$ cat config.mk
export PLATFORM = sky130hd
export DESIGN_NAME = alu_ctrl_unit
export DESIGN_NICKNAME = d
export VERILOG_FILES = /design/src/rtl/alu_ctrl_pkg.sv /design/src/rtl/alu_ctrl_dec.sv /design/src/rtl/alu_ctrl_unit.sv
export SDC_FILE = /design/constraint.sdc
export NUM_CORES = 1
export LEC_CHECK = 0
export ABC_AREA = 1
export BUFFER_PORTS_ARGS = -buffer_cell sky130_fd_sc_hd__buf_2
export CAP_MARGIN = 15
export CORE_MARGIN = 1.5
export CORE_UTILIZATION = 35
export DETAILED_ROUTE_END_ITERATION = 6
export HOLD_SLACK_MARGIN = 0.12
export PLACE_DENSITY_LB_ADDON = 0.08
export SYNTH_ARGS = -nofsm -noshare
export SYNTH_HDL_FRONTEND = slang
export SYNTH_SLANG_ARGS = --single-unit
$ cat constraint.sdc
create_clock -name clk -period 2.6 [get_ports clk]
set_input_delay 0 -clock clk [delete_from_list [all_inputs] [get_ports clk]]
set_output_delay 0 -clock clk [all_outputs]
set_load 0.01 [all_outputs]
$ cat src/rtl/alu_ctrl_pkg.sv
// Shared encodings for the ALU control unit: one-hot bit positions, alu_op classes,
// R-type func codes and the sequencing FSM states.
package alu_ctrl_pkg;

  localparam int NUM_OPS   = 15;

  localparam int BIT_ADD   = 0;
  localparam int BIT_SUB   = 1;
  localparam int BIT_AND   = 2;
  localparam int BIT_OR    = 3;
  localparam int BIT_XOR   = 4;
  localparam int BIT_NOR   = 5;
  localparam int BIT_SRA   = 6;
  localparam int BIT_SLT   = 7;
  localparam int BIT_SLL   = 8;
  localparam int BIT_SRL   = 9;
  localparam int BIT_SLTU  = 10;
  localparam int BIT_MULT  = 11;
  localparam int BIT_MULTU = 12;
  localparam int BIT_DIV   = 13;
  localparam int BIT_DIVU  = 14;

  localparam logic [5:0] OP_ADD   = 6'b000001;
  localparam logic [5:0] OP_AND   = 6'b000010;
  localparam logic [5:0] OP_OR    = 6'b000100;
  localparam logic [5:0] OP_SLT   = 6'b001000;
  localparam logic [5:0] OP_XOR   = 6'b010000;
  localparam logic [5:0] OP_SUB   = 6'b000000;
  localparam logic [5:0] OP_RTYPE = 6'b100000;

  localparam logic [5:0] FN_ADD   = 6'b100000;
  localparam logic [5:0] FN_ADDU  = 6'b100001;
  localparam logic [5:0] FN_SUB   = 6'b100010;
  localparam logic [5:0] FN_SUBU  = 6'b100011;
  localparam logic [5:0] FN_AND   = 6'b100100;
  localparam logic [5:0] FN_OR    = 6'b100101;
  localparam logic [5:0] FN_XOR   = 6'b100110;
  localparam logic [5:0] FN_NOR   = 6'b100111;
  localparam logic [5:0] FN_SLL   = 6'b000000;
  localparam logic [5:0] FN_SRL   = 6'b000010;
  localparam logic [5:0] FN_SRA   = 6'b000011;
  localparam logic [5:0] FN_SLT   = 6'b101010;
  localparam logic [5:0] FN_SLTU  = 6'b101011;
  localparam logic [5:0] FN_JR    = 6'b001000;
  localparam logic [5:0] FN_MULT  = 6'b011000;
  localparam logic [5:0] FN_MULTU = 6'b011001;
  localparam logic [5:0] FN_DIV   = 6'b011010;
  localparam logic [5:0] FN_DIVU  = 6'b011011;

  typedef enum logic [1:0] {
    IDLE = 2'd0,
    OUT  = 2'd1,
    MDW  = 2'd2
  } state_t;

  function automatic logic [NUM_OPS-1:0] onehot(input int idx);
    return NUM_OPS'(1) << idx;
  endfunction

  function automatic int max_int(input int a, input int b);
    return (a > b) ? a : b;
  endfunction

endpackage

$ cat src/rtl/alu_ctrl_dec.sv
// Combinational decode of alu_op/func into the one-hot ALU control word plus
// jump-register, mul-div class and unmatched-encoding flags.
module alu_ctrl_dec
  import alu_ctrl_pkg::*;
#(
  parameter int CTRL_W = 16
) (
  input  logic [5:0]        alu_op,
  input  logic [5:0]        func,
  output logic [CTRL_W-1:0] ctrl,
  output logic              jump_reg,
  output logic              is_md,
  output logic              is_mul,
  output logic              illegal_raw
);

  logic [NUM_OPS-1:0] word;

  always_comb begin
    word        = '0;
    jump_reg    = 1'b0;
    illegal_raw = 1'b0;
    case (alu_op)
      OP_ADD:   word = onehot(BIT_ADD);
      OP_AND:   word = onehot(BIT_AND);
      OP_OR:    word = onehot(BIT_OR);
      OP_SLT:   word = onehot(BIT_SLT);
      OP_XOR:   word = onehot(BIT_XOR);
      OP_SUB:   word = onehot(BIT_SUB);
      OP_RTYPE: begin
        case (func)
          FN_ADD, FN_ADDU: word = onehot(BIT_ADD);
          FN_SUB, FN_SUBU: word = onehot(BIT_SUB);
          FN_AND:   word = onehot(BIT_AND);
          FN_OR:    word = onehot(BIT_OR);
          FN_XOR:   word = onehot(BIT_XOR);
          FN_NOR:   word = onehot(BIT_NOR);
          FN_SLL:   word = onehot(BIT_SLL);
          FN_SRL:   word = onehot(BIT_SRL);
          FN_SRA:   word = onehot(BIT_SRA);
          FN_SLT:   word = onehot(BIT_SLT);
          FN_SLTU:  word = onehot(BIT_SLTU);
          FN_JR:    jump_reg = 1'b1;
          FN_MULT:  word = onehot(BIT_MULT);
          FN_MULTU: word = onehot(BIT_MULTU);
          FN_DIV:   word = onehot(BIT_DIV);
          FN_DIVU:  word = onehot(BIT_DIVU);
          default:  illegal_raw = 1'b1;
        endcase
      end
      default: illegal_raw = 1'b1;
    endcase
  end

  assign is_md  = |word[BIT_DIVU:BIT_MULT];
  assign is_mul = word[BIT_MULT] | word[BIT_MULTU];

  // Bits beyond the defined operations are tied low.
  for (genvar gi = 0; gi < CTRL_W; gi++) begin : g_ctrl
    if (gi < NUM_OPS) begin : g_op
      assign ctrl[gi] = word[gi];
    end else begin : g_tie
      assign ctrl[gi] = 1'b0;
    end
  end

endmodule

$ cat src/rtl/alu_ctrl_unit.sv
// Registered ALU control unit with valid/ready handshakes and MULT/DIV sequencing.
// Optional `illegal` output is enabled by defining ALU_CTRL_ILLEGAL_EN.
module alu_ctrl_unit
  import alu_ctrl_pkg::*;
#(
  parameter int CTRL_W  = 16,
  parameter int MUL_LAT = 4,
  parameter int DIV_LAT = 32
) (
  input  logic              clk,
  input  logic              rst_n,
  input  logic              in_valid,
  output logic              in_ready,
  input  logic [5:0]        alu_op,
  input  logic [5:0]        func,
  output logic              out_valid,
  input  logic              out_ready,
  output logic [CTRL_W-1:0] alu_control,
  output logic              jump_reg,
  output logic              md_start,
  output logic              md_busy
`ifdef ALU_CTRL_ILLEGAL_EN
  ,
  output logic              illegal
`endif
);

  localparam int MAX_LAT = max_int(MUL_LAT, DIV_LAT);
  localparam int CNT_W   = (MAX_LAT > 1) ? $clog2(MAX_LAT) : 1;
  localparam logic [CNT_W-1:0] MUL_LOAD = CNT_W'(MUL_LAT - 1);
  localparam logic [CNT_W-1:0] DIV_LOAD = CNT_W'(DIV_LAT - 1);

  logic [CTRL_W-1:0] dec_ctrl;
  logic              dec_jr;
  logic              dec_md;
  logic              dec_mul;
  logic              dec_ill;

  state_t            state_reg, state_next;
  logic [CNT_W-1:0]  cnt_reg;
  logic [CTRL_W-1:0] ctrl_reg;
  logic              jr_reg;
  logic              start_reg;
  logic              accept;

  alu_ctrl_dec #(
    .CTRL_W (CTRL_W)
  ) u_dec (
    .alu_op      (alu_op),
    .func        (func),
    .ctrl        (dec_ctrl),
    .jump_reg    (dec_jr),
    .is_md       (dec_md),
    .is_mul      (dec_mul),
    .illegal_raw (dec_ill)
  );

  always_comb begin
    state_next = state_reg;
    in_ready   = 1'b0;
    out_valid  = 1'b0;
    md_busy    = 1'b0;
    case (state_reg)
      IDLE: begin
        in_ready = 1'b1;
        if (in_valid) state_next = dec_md ? MDW : OUT;
      end
      OUT: begin
        out_valid = 1'b1;
        in_ready  = out_ready;
        // Consuming and accepting in one cycle keeps back-to-back throughput.
        if (out_ready) state_next = in_valid ? (dec_md ? MDW : OUT) : IDLE;
      end
      MDW: begin
        md_busy = 1'b1;
        if (cnt_reg == '0) state_next = OUT;
      end
      default: state_next = IDLE;
    endcase
  end

  assign accept = in_valid && in_ready;

  always_ff @(posedge clk or negedge rst_n) begin
    if (!rst_n) begin
      state_reg <= IDLE;
      cnt_reg   <= '0;
      ctrl_reg  <= '0;
      jr_reg    <= 1'b0;
      start_reg <= 1'b0;
    end else begin
      state_reg <= state_next;
      start_reg <= accept && dec_md;
      if (accept) begin
        ctrl_reg <= dec_ctrl;
        jr_reg   <= dec_jr;
        cnt_reg  <= dec_md ? (dec_mul ? MUL_LOAD : DIV_LOAD) : '0;
      end else if (state_reg == MDW && cnt_reg != '0) begin
        cnt_reg <= cnt_reg - CNT_W'(1);
      end
    end
  end

`ifdef ALU_CTRL_ILLEGAL_EN
  logic ill_reg;

  always_ff @(posedge clk or negedge rst_n) begin
    if (!rst_n) begin
      ill_reg <= 1'b0;
    end else if (accept) begin
      ill_reg <= dec_ill;
    end
  end

  assign illegal = ill_reg;
`else
  logic unused_ill;
  assign unused_ill = dec_ill;
`endif

  assign alu_control = ctrl_reg;
  assign jump_reg    = jr_reg;
  assign md_start    = start_reg;

endmodule
==> results of run 1 <==
[where the power goes]
group / internal, mW / leakage [nW] / switching, mW / total (mW)
Clock: 0.135 / 0.0288 / 0.118 / 0.254
Sequential: 0.392 / 0.327 / 0.0196 / 0.412
Combinational: 0.0654 / 0.639 / 0.104 / 0.170
Total: 0.593 / 0.995 / 0.242 / 0.835
[cell type report]
class / count / area, µm²
inverter: 21 / 78.8
tap: 48 / 60.1
timing repair buffer: 44 / 265
sequential: 24 / 601
multi-input combinational: 140 / 696
clock buffer: 4 / 55.1
fill: 403 / 1990
[synthesized netlist by cell type, drive strengths merged]
master,count
ha,2
nor3,3
o21ai,17
buf,4
and3,1
nor2,26
nand3b,1
xnor2,1
nand4,4
nand2,61
inv,21
nand3,19
conb,1
dfrtp,24
a21oi,2
o211ai,2
[worst paths after layout]
kind | startpoint | to | slack, ns | cells after the start
worst max-delay path | func[2] | alu_control[6] | 0.60 | 7
worst min-delay path | func[0] | alu_control[12] | 0.13 | 5
worst max register to register | state_reg[0] | cnt_reg[4] | 0.81 | 7
worst min register to register | alu_control[0] | alu_control[0] | 0.48 | 2
max in group asynchronous | rst_n | alu_control[0] | 1.98 | 2
min in group asynchronous | rst_n | md_start | 0.25 | 2
[per-stage QoR]
stage	power, mW	setup WS [ns]	instances	hold slack (ns)	cell area [µm²]
2_1_floorplan	0.530	1.38	189	-0.296	1400
3_3_place_gp	0.574	0.954	268	0.00541	1610
3_5_place_dp	0.580	0.834	268	0.0203	1610
4_1_cts	0.844	0.622	281	0.124	1760
5_1_grt	0.882	0.508	281	0.137	1760
6_report	0.835	0.604	281	0.127	1760
[per-layer routing]
layer,track usage,vias up
met5,0,-
met4,0.0714,0
met3,0.0221,5
met2,0.300,30
met1,0.220,638
li1,-,693
[kinds of logic (layout without fill, tap and decap cells)]
kind of cell	Yosys count	in the layout	synth area share
other cells	1	1	0.00268
buf+inv	25	69	0.0742
compound gates	21	21	0.0786
flops	24	24	0.429
xor+xnor	1	1	0.00626
fa+ha+maj	2	2	0.0179
simple gates	115	115	0.391
[worst register-to-register path, delay by kind of cell, from the launching register on]
kind | cells | cell delay (ns)
AND/OR/NAND/NOR | 6 | 1.21
flip-flops | 1 | 0.42
buffers and inverters | 1 | 0.09
==> flow_summary.yaml, run 1 <==
outcome:
  outcome: "finished, final reports clean"
synthesis:
  yosysWarningCount: 0
  post_synth_inst_count: 189
  synth_fp_nets: 207
  netlist_area_um2: 1400
  synth_top_cell_by_area: "sky130_fd_sc_hd__dfrtp_1"
  synth_area_per_cell_um2: 7.41
  synth_top_cells_by_area: "sky130_fd_sc_hd__dfrtp_1 (43%), sky130_fd_sc_hd__nand2_1 (15%), sky130_fd_sc_hd__nand3_1 (6.8%)"
  post_synth_num_cell_types: 26
  sequential_to_total_area_share_from_yosys_stat: 0.429
  synth_seq_cells: 24
  synth_largest_type_area_fraction: 0.429
global_route:
  pin_count_of_the_biggest_net_entering_global_routing: 25
  grt_antenna_before_repair: 0
  grt-ovfl-total: 0
  grt_pass1_vias: 1338
  globalRouteTotalUtil: 0.175
  wire_length_of_the_first_global_routing_pass_um: 5920
critical_path:
  cpMostUsedCell: "sky130_fd_sc_hd__dlygate4sd3_1"
  worst_setup_end_kind: "register"
  worstPathCellList: "dlygate4sd3_1 > buf_2 > nor2_1 > dlygate4sd3_1 > nand4_1 > dlygate4sd3_1 > o21ai_1"
  timing_worst_setup_path_type: "in -> reg"
  worst_ep_arrival_time_ns: 2.19
  start_kind: "input port"
  worst-path-buf-inv: 4
  crit_path_max_incr_delay_ns: 0.62
  cp_max_fo: 3
  critPathSlowestCell: "sky130_fd_sc_hd__dlygate4sd3_1"
  worst-endpoint-required_ns: 2.80
  cell_family_with_most_cp_delay: "buffers and inverters"
routing:
  m1WireLength_um: 1570
  wire_per_inst_um: 12.3
  detail_route.iter0.violations: 62
  wl_um: 3440
  dr.pass1.iters: 4
  routed-wl-met3_um: 102
  drt_drc_violations_left: 0
  routed-via-count: 1366
  highest_layer: "met4"
  dr_vias_cell: 4.86
  met2WireLength_um: 1710
  ant_nets: 0
floorplanning:
  fp.dieW_um: 66.2
  fp.dieArea_um2: 4390
  core_region_area_um2: 3740
  ioPinCount: 37
  dieHeight_um: 66.2
  placement_rows: 22
  start_util: 0.374
timing:
  report.final.slew_viol_count: 0
  max_slew.worst_pin.slew_ns: 0.814
  setup_repair_after_global_routing_missed_its_margin: "false"
  setup-violations-final: 0
  finalHoldViolCount: 0
  maxClockFrequency_mhz: 501
  max-slew-margin-rel: 0.454
  layout_worst_path_cycle_share: 0.768
  finalCriticalPeriod_ns: 2.00
  final.setup.tns_ns: 0
  finalClockSkew_ns: 0.00177
flow_run:
  drv.max_cap_violation_count: 0
clock_network:
  cts_setup_buffers: 0
  clock_sink_count: 24
  worst_skew_pair.late_latency_ns: 0.27
  cts_inserted_buffers: 3
  cts_max_level: 1
  postCtsHoldBufs: 9
  tritoncts: "done"
  clock_transition_at_the_register_clock_pins_on_the_worst_setup_and_hold_paths_after_cts_ns: 0.08
  number_of_gates_resized_after_cts: 0
  cts_root_buffer: "sky130_fd_sc_hd__clkbuf_8"
  clock_path_buffers: 2
finish:
  fraction_of_layout_instances_using_a_drive_strength_above_1: 0.240
  layout_commonest_cell: "sky130_fd_sc_hd__nand2_1"
  mostFrequentLayoutCells: "sky130_fd_sc_hd__nand2_1 (56), sky130_fd_sc_hd__buf_2 (35), sky130_fd_sc_hd__dfrtp_1 (24), sky130_fd_sc_hd__nor2_1 (20), sky130_fd_sc_hd__nand3_1 (19)"
  diodes: 0
  number_of_nets_in_the_final_layout: 252
  postLayoutCoreUtil: 0.469
  area_growth_syn_to_layout_pct: 25.4
  largest_register_ffs: 15
placed_design:
  detailedPlacementHpwl_um: 2580
  place.gp.congestion: 0.847
  io_buffers: 35
power_and_ir_drop:
  power.density_cell_area_nw_per_um2: 476
  leakagePower_nw: 0.995
  ir_worst_vdd_mv: 0.173
min_path:
  worst_hold_path_type: "in -> reg"
(Power assumes the default switching activity.)
==> inputs of run 2 (changes only) <==
==> constraint.sdc (replaced) <==
create_clock -name clk -period 2 [get_ports clk]
set_input_delay 0 -clock clk [delete_from_list [all_inputs] [get_ports clk]]
set_output_delay 0 -clock clk [all_outputs]
set_load 0.01 [all_outputs]
==> run 2 against run 1 <==
Net effect: global-route usage shrank 2.4 points; flip-flop and latch count is the same; largest power group unchanged; clock skew grew 0.0065 ns; highest routed layer unchanged; utilization grew 0.37 points; critical endpoint is now cnt_reg[1]; total power grew 40%.
==> flow_summary.yaml, run 2 (same netlist as run 1, synthesis figures left out) <==
outcome:
  outcome: "finished, final reports clean"
finish:
  area_growth_syn_to_layout_pct: 26.4
  diodes: 0
  number_of_nets_in_the_final_layout: 252
  mostFrequentLayoutCells: "sky130_fd_sc_hd__nand2_1 (56), sky130_fd_sc_hd__buf_2 (35), sky130_fd_sc_hd__dfrtp_1 (24), sky130_fd_sc_hd__nor2_1 (20), sky130_fd_sc_hd__nand3_1 (19)"
  postLayoutCoreUtil: 0.473
  layout_cell_area_excl_fill_um2: 1770
  fraction_of_layout_instances_using_a_drive_strength_above_1: 0.245
  finish.cell_count_without_fillers: 281
  layout_commonest_cell: "sky130_fd_sc_hd__nand2_1"
  largest_register_ffs: 15
timing:
  setup_repair_after_global_routing_missed_its_margin: "false"
  finalClockSkew_ns: 0.00825
  layout_worst_path_cycle_share: 0.764
  max_slew.worst_pin.slew_ns: 0.534
  finalCriticalPeriod_ns: 1.53
  final.setup.tns_ns: 0
  final_critical_path_setup_slack_ns: 0.472
  max-slew-margin-rel: 0.644
  maxClockFrequency_mhz: 655
  report.final.slew_viol_count: 0
  fin_worst_hold_slack_ns: 0.127
  setup-violations-final: 0
  finalHoldViolCount: 0
power_and_ir_drop:
  ir_worst_vdd_mv: 0.278
  power.density_cell_area_nw_per_um2: 662
  power_mw: 1.17
  leakagePower_nw: 1.01
global_route:
  grt-ovfl-total: 0
  pin_count_of_the_biggest_net_entering_global_routing: 25
  globalRouteTotalUtil: 0.151
  grt_antenna_before_repair: 0
  wire_length_of_the_first_global_routing_pass_um: 5220
  grt_pass1_vias: 1270
critical_path:
  worst_ep_arrival_time_ns: 1.69
  timing_worst_setup_path_type: "reg -> reg"
  worst-endpoint-required_ns: 2.16
  cp_max_fo: 24
  worst_setup_end_kind: "register"
  start_kind: "register"
floorplanning:
  fp.dieArea_um2: 4390
  dieHeight_um: 66.2
  ioPinCount: 37
  placement_rows: 22
  core_region_area_um2: 3740
  start_util: 0.374
  fp.dieW_um: 66.2
routing:
  dr.pass1.iters: 4
  wl_um: 3080
  wire_per_inst_um: 11.0
  drt_drc_violations_left: 0
  ant_nets: 0
  routed-via-count: 1332
  detail_route.iter0.violations: 49
  dr_vias_cell: 4.74
clock_network:
  cts_inserted_buffers: 3
  cts_setup_buffers: 0
  clock_path_buffers: 2
  cts_max_level: 1
  tritoncts: "done"
  cts_root_buffer: "sky130_fd_sc_hd__clkbuf_8"
  clock_sink_count: 24
  clock_transition_at_the_register_clock_pins_on_the_worst_setup_and_hold_paths_after_cts_ns: 0.09
  worst_skew_pair.late_latency_ns: 0.26
placed_design:
  detailedPlacementHpwl_um: 2390
  io_buffers: 35
  dp_slack_ns: 0.482
  place.gp.congestion: 0.848
  dpl-instance-area_um2: 1620
  place_inst: 269
min_path:
  worst_hold_path_type: "in -> reg"
flow_run:
  drv.max_cap_violation_count: 0
-- run 2: changes by cell type in the layout (fill, tap and decap cells not counted), sizes merged --
cell	previous run	this run
clkbuf	4	3
bufinv	0	1
buf	35	36
dlygate4sd3	9	8
-- run 2: critical path: stages, from the launching register on --
cell and delay (ns):
sky130_fd_sc_hd__dfrtp_1 0.43, sky130_fd_sc_hd__inv_2 0.09, sky130_fd_sc_hd__nor2_4 0.04, sky130_fd_sc_hd__nor2_2 0.10
sky130_fd_sc_hd__nand2_2 0.26, sky130_fd_sc_hd__nand2_2 0.22, sky130_fd_sc_hd__inv_2 0.06, sky130_fd_sc_hd__a21oi_1 0.15
sky130_fd_sc_hd__nand2_1 0.06
-- run 2: per-layer routing --
layer  vias to the layer above  track usage  routed length, µm
li1                        690            -                  -
met3                         2       0.0153                100
met4                         0       0.0536                 34
met1                       609        0.200               1500
met2                        31        0.253               1450
met5                         -            0                  0
-- run 2: repair_timing --
action | in CTS | in global routing
hold endpoints to repair | 32 | 0
gates resized for setup | 0 | 0
setup endpoints to repair | 0 | 0
hold buffers | 8 | 0
-- run 2: layout make-up --
| type | count | area, µm² |
|---|---|---|
| Inverter | 21 | 78.8 |
| Timing Repair Buffer | 44 | 263 |
| Multi-Input combinational cell | 140 | 696 |
| Sequential cell | 24 | 601 |
| Clock inverter | 1 | 30.0 |
| Tap cell | 48 | 60.1 |
| Fill cell | 404 | 1970 |
| Clock buffer | 3 | 41.3 |
-- run 2: power breakdown --
group	internal [mW]	leakage, nW	switching [mW]
Combinational	0.0870	0.643	0.131
Sequential	0.510	0.327	0.0252
Clock	0.267	0.0357	0.150
Total	0.864	1.01	0.306
-- run 2: final timing paths --
path | from | end | slack (ns) | cells after the start
min | func[4] | alu_control[5] | 0.13 | 4
min reg2reg | alu_control[1] | alu_control[1] | 0.48 | 2
max | state_reg[0] | cnt_reg[1] | 0.47 | 8
max in group asynchronous | rst_n | alu_control[2] | 1.40 | 2
max reg2reg | state_reg[0] | cnt_reg[1] | 0.47 | 8
min in group asynchronous | rst_n | state_reg[1] | 0.24 | 2
==> inputs of run 3 (changes only) <==
==> constraint.sdc (replaced) <==
create_clock -name clk -period 1.4 [get_ports clk]
set_input_delay 0 -clock clk [delete_from_list [all_inputs] [get_ports clk]]
set_output_delay 0 -clock clk [all_outputs]
set_load 0.01 [all_outputs]
==> run 3 against run 2 <==
Net effect: cell count rose by 2.1%; design area up 3.0%; via count increased by 2.5%; clock skew shrank 0.0027 ns; first-iteration DRC count is 39% higher; die area stayed put; global-route usage rose by 0.77 points; largest power group unchanged; highest routed layer unchanged.
==> flow_summary.yaml, run 3 (same netlist as run 1, synthesis figures left out) <==
outcome:
  outcome: "finished, final reports clean"
critical_path:
  start_kind: "register"
  timing_worst_setup_path_type: "reg -> reg"
  crit_path_max_incr_delay_ns: 0.37
  reg_to_reg_start: "cnt_reg[0]"
  rr_endpoint: "cnt_reg[1]"
  worst_ep_arrival_time_ns: 1.45
  worst-endpoint-required_ns: 1.56
  worst_setup_end_kind: "register"
  cp_max_fo: 5
  worstPathCellList: "inv_2 > ha_1 > nand3b_1 > nand2_2 > nand2_4 > inv_2 > a21oi_2 > nand2_1"
  critPathSlowestCell: "sky130_fd_sc_hd__dfrtp_1"
  cpMostUsedCell: "sky130_fd_sc_hd__inv_2"
  worst-r2r-cell-count: 8
  regToRegSetupSlack_ns: 0.10
floorplanning:
  ioPinCount: 37
  placement_rows: 22
  dieHeight_um: 66.2
  fp.dieW_um: 66.2
  fp.dieArea_um2: 4390
  core_region_area_um2: 3740
  start_util: 0.374
finish:
  number_of_nets_in_the_final_layout: 258
  layout_commonest_cell: "sky130_fd_sc_hd__nand2_1"
  largest_register_ffs: 15
  diodes: 0
  area_growth_syn_to_layout_pct: 30.2
  fraction_of_layout_instances_using_a_drive_strength_above_1: 0.289
  postLayoutCoreUtil: 0.487
  finish.cell_count_without_fillers: 287
  mostFrequentLayoutCells: "sky130_fd_sc_hd__nand2_1 (56), sky130_fd_sc_hd__buf_2 (35), sky130_fd_sc_hd__dfrtp_1 (24), sky130_fd_sc_hd__nand3_1 (18), sky130_fd_sc_hd__nor2_1 (17)"
power_and_ir_drop:
  power_frac_clock: 0.296
  power_frac_seq: 0.490
  p_switching_mw: 0.446
  power.density_cell_area_nw_per_um2: 859
  power.share.combinational: 0.214
  leakagePower_nw: 1.03
  cellInternalPower_mw: 1.12
  ir_worst_vdd_mv: 0.366
  power.share.switching: 0.285
timing:
  max_slew.worst_pin.slew_ns: 0.548
  max-slew-margin-rel: 0.634
  finalHoldViolCount: 0
  finalClockSkew_ns: 0.00557
  report.final.slew_viol_count: 0
  setup-violations-final: 0
  layout_worst_path_cycle_share: 0.926
  maxClockFrequency_mhz: 771
  final.setup.tns_ns: 0
  setup_repair_after_global_routing_missed_its_margin: "false"
  finalCriticalPeriod_ns: 1.30
clock_network:
  clock_path_buffers: 2
  tritoncts: "done"
  clock_sink_count: 24
  worst_skew_pair.late_latency_ns: 0.26
  cts_root_buffer: "sky130_fd_sc_hd__clkbuf_8"
  cts_inserted_buffers: 3
  clock_transition_at_the_register_clock_pins_on_the_worst_setup_and_hold_paths_after_cts_ns: 0.09
  cts_max_level: 1
min_path:
  worst_hold_stages: 5
  hp_start: "alu_op[0]"
  hold-path-endpoint: "alu_control[0]"
  worst_hold_path_type: "in -> reg"
flow_run:
  drv.max_cap_violation_count: 0
routing:
  wire_per_inst_um: 11.3
  wl_um: 3260
  dr.pass1.iters: 4
  dr_vias_cell: 4.76
  drt_drc_violations_left: 0
  routed-via-count: 1365
  detail_route.iter0.violations: 68
  ant_nets: 0
placed_design:
  detailedPlacementHpwl_um: 2490
  io_buffers: 35
  place.gp.congestion: 0.819
  place_inst: 271
global_route:
  pin_count_of_the_biggest_net_entering_global_routing: 25
  grt-ovfl-total: 0
  globalRouteTotalUtil: 0.158
  wire_length_of_the_first_global_routing_pass_um: 5350
  grt_antenna_before_repair: 0
  grt_pass1_vias: 1271
==> run 3: power by group through the flow <==
stage / logic, mW / registers [mW] / clock network [mW]
2_1_floorplan: 0.211 / 0.773 / 0
3_3_place_gp: 0.301 / 0.777 / 0
3_5_place_dp: 0.304 / 0.778 / 0
4_1_cts: 0.323 / 0.764 / 0.475
5_1_grt: 0.382 / 0.773 / 0.512
6_report: 0.335 / 0.767 / 0.463
==> run 3: final cells by class <==
class                           instances  area (µm²)
Clock buffer                            4        55.1
Fill cell                             407        1920
Inverter                               21        78.8
Multi-Input combinational cell        140         717
Sequential cell                        24         601
Tap cell                               48        60.1
Timing Repair Buffer                   50         312
==> run 3: critical path: cells and delay by family (launching register included) <==
family,cells,cell delay (ns)
and+or+nand+nor,4,0.40
DFF,1,0.37
adders and majority gates,1,0.19
AOI/OAI and AO/OA,1,0.12
buffers and inverters,2,0.11
==> run 3: metal layers <==
layer	wire, µm	up-vias	track usage	part of all wire
met5	0	-	0	0
met2	1580	18	0.266	0.48
met3	60	2	0.0153	0.018
met4	34	0	0.0536	0.010
met1	1580	642	0.212	0.49
li1	-	703	-	-
==> run 3: repair_timing <==
action                                  4_1_cts  5_1_grt
endpoints found under the setup margin        0        8
setup buffers                                 0        4
endpoints found under the hold margin        32        0
hold buffers                                  8        0
gates resized for setup                       0        9
==> run 3: how the worst max path moves through the flow <==
stage,start,to,slack [ns],depth (start not counted)
final,cnt_reg[0],cnt_reg[1],0.10,8
after global routing,func[5],state_reg[1],0.004,9
after CTS,cnt_reg[0],cnt_reg[1],0.07,8
after detailed placement,cnt_reg[0],cnt_reg[1],0.08,8
after global placement,cnt_reg[0],cnt_reg[1],0.11,8
after floorplan,state_reg[0],cnt_reg[1],0.18,8
==> run 3: metrics by stage <==
stage / hold slack [ns] / setup WS, ns / area (µm²) / power, mW
2_1_floorplan: -0.296 / 0.175 / 1400 / 0.984
3_3_place_gp: 0.00941 / 0.107 / 1630 / 1.08
3_5_place_dp: 0.0163 / 0.0802 / 1630 / 1.08
4_1_cts: 0.144 / 0.0653 / 1770 / 1.56
5_1_grt: 0.180 / 0.00373 / 1820 / 1.67
6_report: 0.145 / 0.103 / 1820 / 1.57
